### src/rtl/uart_rxd.sv
// 8N1 UART receiver: two-flop line synchroniser, mid-bit start validation,
// LSB-first data capture, stop-bit check with break handling.
module uart_rxd #(
  parameter int unsigned CLKS_PER_BIT = 434
) (
  input  logic       clk,
  input  logic       rst,
  input  logic       i_rs232_rxd,
  output logic [7:0] o_data,
  output logic       o_rx_done,
  output logic       o_frame_err,
  output logic       o_rx_busy
);

  localparam int unsigned HALF_BIT = CLKS_PER_BIT / 2;
  localparam int unsigned CNT_W    = $clog2(CLKS_PER_BIT);
  localparam logic [CNT_W-1:0] CNT_HALF_LAST = CNT_W'(HALF_BIT - 1);
  localparam logic [CNT_W-1:0] CNT_BIT_LAST  = CNT_W'(CLKS_PER_BIT - 1);

  typedef enum logic [2:0] {
    IDLE,
    START,
    DATA,
    STOP,
    BRK_WAIT
  } state_t;

  state_t           state;
  logic             rx_s1;
  logic             rx_s2;
  logic [CNT_W-1:0] cnt;
  logic [2:0]       bit_idx;
  logic [7:0]       sh;
  logic             ok_q;
  logic             err_q;

  always_ff @(posedge clk) begin
    if (rst) begin
      state       <= IDLE;
      rx_s1       <= 1'b1;
      rx_s2       <= 1'b1;
      cnt         <= '0;
      bit_idx     <= '0;
      sh          <= '0;
      ok_q        <= 1'b0;
      err_q       <= 1'b0;
      o_data      <= '0;
      o_rx_done   <= 1'b0;
      o_frame_err <= 1'b0;
      o_rx_busy   <= 1'b0;
    end else begin
      rx_s1 <= i_rs232_rxd;
      rx_s2 <= rx_s1;

      // Stop-bit verdict passes through one more register so the pulse and
      // o_data land together one cycle after the stop-bit sample.
      ok_q        <= 1'b0;
      err_q       <= 1'b0;
      o_rx_done   <= ok_q;
      o_frame_err <= err_q;
      if (ok_q) begin
        o_data <= sh;
      end

      case (state)
        IDLE: begin
          cnt <= '0;
          if (!rx_s2) begin
            state     <= START;
            o_rx_busy <= 1'b1;
          end
        end

        START: begin
          if (cnt == CNT_HALF_LAST) begin
            cnt <= '0;
            if (!rx_s2) begin
              state   <= DATA;
              bit_idx <= '0;
            end else begin
              state     <= IDLE;
              o_rx_busy <= 1'b0;
            end
          end else begin
            cnt <= cnt + CNT_W'(1);
          end
        end

        DATA: begin
          if (cnt == CNT_BIT_LAST) begin
            cnt     <= '0;
            sh      <= {rx_s2, sh[7:1]};
            bit_idx <= bit_idx + 3'd1;
            if (bit_idx == 3'd7) begin
              state <= STOP;
            end
          end else begin
            cnt <= cnt + CNT_W'(1);
          end
        end

        STOP: begin
          if (cnt == CNT_BIT_LAST) begin
            cnt <= '0;
            if (rx_s2) begin
              ok_q      <= 1'b1;
              state     <= IDLE;
              o_rx_busy <= 1'b0;
            end else begin
              err_q <= 1'b1;
              state <= BRK_WAIT;
            end
          end else begin
            cnt <= cnt + CNT_W'(1);
          end
        end

        BRK_WAIT: begin
          cnt <= '0;
          if (rx_s2) begin
            state     <= IDLE;
            o_rx_busy <= 1'b0;
          end
        end

        default: begin
          state     <= IDLE;
          cnt       <= '0;
          o_rx_busy <= 1'b0;
        end
      endcase
    end
  end

endmodule

### config.mk
export PLATFORM = sky130hd
export DESIGN_NAME = uart_rxd
export DESIGN_NICKNAME = d
export VERILOG_FILES = /design/src/rtl/uart_rxd.sv
export SDC_FILE = /design/constraint.sdc
export NUM_CORES = 1
export LEC_CHECK = 0
export BUFFER_PORTS_ARGS = -buffer_cell sky130_fd_sc_hd__buf_2
export CORE_MARGIN = 4
export CORE_UTILIZATION = 61
export CTS_CLUSTER_DIAMETER = 200
export DETAILED_ROUTE_END_ITERATION = 16
export GPL_TIMING_DRIVEN = 0
export PLACE_DENSITY = 0.81
export SYNTH_ARGS = -nofsm -noshare
export SYNTH_HDL_FRONTEND = slang
export SYNTH_SLANG_ARGS = --single-unit
### constraint.sdc
create_clock -name clk -period 3 [get_ports clk]
set_input_delay 0.3 -clock clk [delete_from_list [all_inputs] [get_ports clk]]
set_output_delay 0.3 -clock clk [all_outputs]
set_load 0.005 [all_outputs]
=== After elaboration in Yosys (flattened, before gate mapping) ===
Index checks and enable logic that the tools add are counted.

* Bits in writable memories: 0
* Bits in latches: 0
* Memories: 0
* ROM bits: 0
* Register bits after elaboration: 38
* Logic and storage cells: 62
* Input bits: 3

* Bitwise gates (word level): 3
* Eq/ne operators: 14
* Reductions and logical operators: 8
* $lt $le $gt $ge: 0
* Add/sub/neg operators: 2
* Shift operators: 0
* Multipliers: 0
* Div/mod/pow operators: 0
* Mux-type cells: 23

{| class="wikitable"
|+ Operator list
! kind !! count
|-
| $mux 3 || 10
|-
| $mux 9 || 2
|-
| $pmux 9 s2 || 1
|-
| $pmux 3 s5 || 1
|-
| $ne 2x2->1 const B || 7
|-
| $add 9x1->9 const B || 1
|-
| $eq 9x8->1 const B || 1
|-
| $eq 9x9->1 const B || 1
|-
| $reduce_and 4->1 || 2
|-
| $eq 3x2->1 const B || 2
|-
| $eq 3x3->1 const B || 2
|-
| $mux 1 || 6
|-
| $pmux 3 s2 || 1
|-
| $reduce_and 6->1 || 1
|-
| $pmux 1 s5 || 1
|-
| $add 3x1->3 const B || 1
|-
| $eq 3x1->1 const B || 1
|-
| $logic_not 3->1 || 1
|-
| $not 1->1 || 3
|-
| $reduce_or 3->1 || 1
|-
| $mux 2 || 1
|-
| $reduce_and 2->1 || 1
|-
| $reduce_bool 2->1 || 1
|-
| $reduce_or 2->1 || 1
|}

=== Depth between registers and ports, before layout ===
* Depth in word-level cells: 4
* Mapped depth: 7

=== Worst setup path before layout ===
Ideal clock, no wire load.

* Kind: reg-to-reg
* Start point: reg cnt[0]
* End point: reg state[0]
* Arrival time: 1.435 ns
* Stages on the path, launching flop included: 6
* Library setup time: 0.071 ns
* Slack: 1.494 ns
* Path through: dfxtp_1 -> ha_1 -> and4b_2 -> a21boi_2 -> or4_1 -> a21oi_1

* Longest elaborated chain between the ends: 3
* Elaborated cells on any way between the ends: 6

{| class="wikitable"
|+ RTL lines
! item !! RTL line !! source
|-
| start, declared || 31 || <nowiki>logic [CNT_W-1:0] cnt;</nowiki>
|-
| start signal, assigned || 85 || <nowiki>cnt <= cnt + CNT_W'(1);</nowiki>
|-
| start signal, assigned || 98 || <nowiki>cnt <= cnt + CNT_W'(1);</nowiki>
|-
| start signal, assigned || 114 || <nowiki>cnt <= cnt + CNT_W'(1);</nowiki>
|-
| $eq 9x9->1 / $eq 9x8->1 (equally long branches) || 90, 103, 75 ||
|-
| $ne 2x2->1 (no line) || n/a ||
|-
| $reduce_and 6->1 (no line) (*) || n/a ||
|-
| end signal, assigned || 95 || <nowiki>state <= STOP;</nowiki>
|-
| end signal, assigned || 107 || <nowiki>state <= IDLE;</nowiki>
|-
| end signal, assigned || 111 || <nowiki>state <= BRK_WAIT;</nowiki>
|-
| end, declared || 28 || <nowiki>state_t state;</nowiki>
|}

Mark *: on every way between the ends. The rest lies on a longest branch, timed or not.
A chain may end at the register's enable or synchronous reset.

=== Worst setup path after layout ===
* Start point: reg cnt[1]
* End point: reg sh[2]

* Longest elaborated chain between the ends: 2

{| class="wikitable"
|+ RTL lines
! item !! RTL line !! source
|-
| $eq 9x9->1 || 90 || <nowiki>if (cnt == CNT_BIT_LAST) begin</nowiki>
|-
| $reduce_and 2->1 (no line) || n/a ||
|-
| end signal, assigned || 92 || <nowiki>sh <= {rx_s2, sh[7:1]};</nowiki>
|-
| end, declared || 33 || <nowiki>logic [7:0] sh;</nowiki>
|}

No other way between the ends.

==> qor.yml <==
outcome:
  status: "finished clean"
critical_path:
  critPathMaxStageDelay_ns: 0.37
  crit_path_start_kind: "flip-flop"
  worstPathRequired_ns: 3.22
  critPathBufInv: 2
  crit_chain: "inv_1, ha_1, and4b_2, nand4b_1, buf_4, mux2i_1, nor2_1"
  crit_slowest_cell: "dfxtp_1"
  cp_top_family: "simple AND/OR/NAND/NOR gates"
  cp_max_fo: 10
  cp.arrival_ns: 1.88
  critPathCaptureType: "flip-flop"
  crit_type: "flip-flop to flip-flop"
routing:
  vias: 1134
  ant_nets: 0
  drt_iter0_drc: 35
  drc: 0
  top_layer_used: "met4"
  drt_first_pass_iters: 6
  met1_length_mm: 1.30
  wl_met2_mm: 1.22
  viasPerCell: 5.45
  wl_per_cell_um: 12.9
  routed_wl_mm: 2.69
  wl_met3_um: 110
cells_and_area:
  diodes: 0
  final_cell_mix: "dfxtp_1, nor2_1, mux2i_1"
  synthToLayoutAreaGrowth_pct: 10.6
  nNetsFinal: 187
  final_common_cell: "dfxtp_1"
  stdcell_count: 208
  drive_above_1_share_pct: 16.7
worst_hold_path:
  min_path_type: "input pin to flip-flop"
pwr:
  power_density_mw_per_mm2: 468
  leakagePower_uw: 0.000680
  vdd_drop_max_v: 0.000364
logic_synthesis:
  ys_ff_latch: 38
  ys.flop_type: "dfxtp_1"
  ys_types: 35
  ys_seq_area_share_pct: 49.2
  synth_nets: 167
  synth_edf_count: 0
  ys_async_sr_fraction_pct: 0
  avgSynthCellArea_um2: 9.73
  synthCells: 159
  yosysWarnings: 0
  syn_area_mm2: 0.00155
clock_tree:
  clk_pin_slew_ns: 0.11
  ctsHoldBuffers: 0
  postCtsSetupRepairBufs: 0
  clk_latency_ns: 0.34
  clockBufferDepth: 2
  cts-resized-gates: 0
  cts_made_buffers: 5
  htree_levels: 2
  cts_tree: "built"
  cts_root_buffer: "clkbuf_4"
  cts_sinks: 38
sta:
  worst_pin_slew_ns: 0.619
  timing.hold.ws_ns: 0.143
  clock-skew-final_ns: 0.00856
  fin_crit_ns: 1.66
  finalSetupViolCount: 0
  timing.final.crit_share_pct: 55.4
  fmax_mhz: 601
  final_hold_viol_count: 0
  fin_tns_setup_ns: 0
  relSlewSlack_pct: 58.8
  drv_slew: 0
  rsz0062_at_grt: "no"
floorplan:
  die-area_mm2: 0.00341
  coreArea_mm2: 0.00232
  die_w_um: 58.4
  row_count: 17
  start_util_pct: 66.8
  top_level_ports: 14
  die_y_um: 58.4
placement:
  place_congestion: 0.871
  hpwlAfterDp_mm: 1.92
  port_buffers: 13
  dp_cells: 200
global_routing:
  track_usage_pct: 17.6
  grt_pass1_vias: 1020
  antenna_found_initial: 0
  overflow: 0
  grt_pass1_wl_mm: 4.46
  grt_max_degree: 13
run:
  drv_cap: 0
-- metal layers --
layer | vias to the layer above | track usage (%)
met3 | 6 | 6.36
met1 | 521 | 20.8
met5 | - | 0
met4 | 0 | 10.6
li1 | 588 | -
met2 | 19 | 27.3
-- Yosys cell counts, types with 3 or more instances --
master    count  area (um^2)
dfxtp_1      38          761
nor2_1       32          120
mux2i_1      16          160
inv_1         6         22.5
ha_1          5         62.6
nand3_1       5         25.0
o21ai_0       5         25.0
clkbuf_1      4         15.0
nor3_1        4         20.0
xnor2_1       4         35.0
a21oi_1       3         15.0
nand2b_1      3         18.8
nor2b_1       3         18.8
xor2_1        3         26.3
-- worst reg2reg max path: cells and delay by family (launching register included) --
kind          cells  cell delay [ns]
flops             1             0.37
simple gates      3             0.49
fa+ha+maj         1             0.17
mux               1             0.21
buf+inv           2             0.31
-- path summary, 6_finish.rpt --
| check | to | startpoint | slack [ns] | cells after the start |
|---|---|---|---|---|
| min reg2reg | rx_s2 | rx_s1 | 0.45 | 1 |
| max | sh[2] | cnt[1] | 1.34 | 7 |
| max reg2reg | sh[2] | cnt[1] | 1.34 | 7 |
| min | rx_s1 | i_rs232_rxd | 0.14 | 2 |
-- state kept, by name, summed over array words and instances (netlist names) --
name / flops
cnt: 9
o_data: 8
sh: 8
bit_idx: 3
state: 3
err_q: 1
o_frame_err: 1
o_rx_busy: 1
o_rx_done: 1
ok_q: 1
rx_s1: 1
rx_s2: 1
-- cells by family after synthesis --
logic type               after synthesis  synth area share, %
multiplexers                          16                 10.3
AND/OR/NAND/NOR                       64                 21.7
adder cells (fa/ha/maj)                5                 4.04
buffers and inverters                 13                 3.48
XOR/XNOR                               7                 3.96
flip-flops                            38                 49.2
AO/OA/AOI/OAI                         16                 7.28
-- metrics by stage --
step                util, %  worst slack (ns)  area (um^2)  total power (uW)
floorplan                 -              1.49         1550               530
global placement       71.1              1.38         1650               536
detailed placement     71.1              1.36         1650               537
CTS                    73.8              1.34         1710               810
global route           73.8              1.17         1710               835
finish                 73.8              1.34         1710               802
-- area by class of cell --
cell class / count / area [um^2]
plain buffers: 7 / 31.3
clock buffers: 6 / 51.3
clock inverters: 2 / 12.5
fillers: 181 / 607
inverters: 6 / 22.5
multi-input cells: 108 / 733
flip-flops and latches: 38 / 761
well taps: 28 / 35.0
repair buffers: 13 / 65.1
-- power breakdown --
| group | internal [uW] | switching (uW) | total (uW) | leakage [uW] |
|---|---|---|---|---|
| sequential | 507 | 2.00 | 509 | 0.000307 |
| combinational | 6.10 | 10.7 | 16.8 | 0.000339 |
| clock | 113 | 164 | 276 | 0.0000343 |
(Power assumes the default switching activity.)
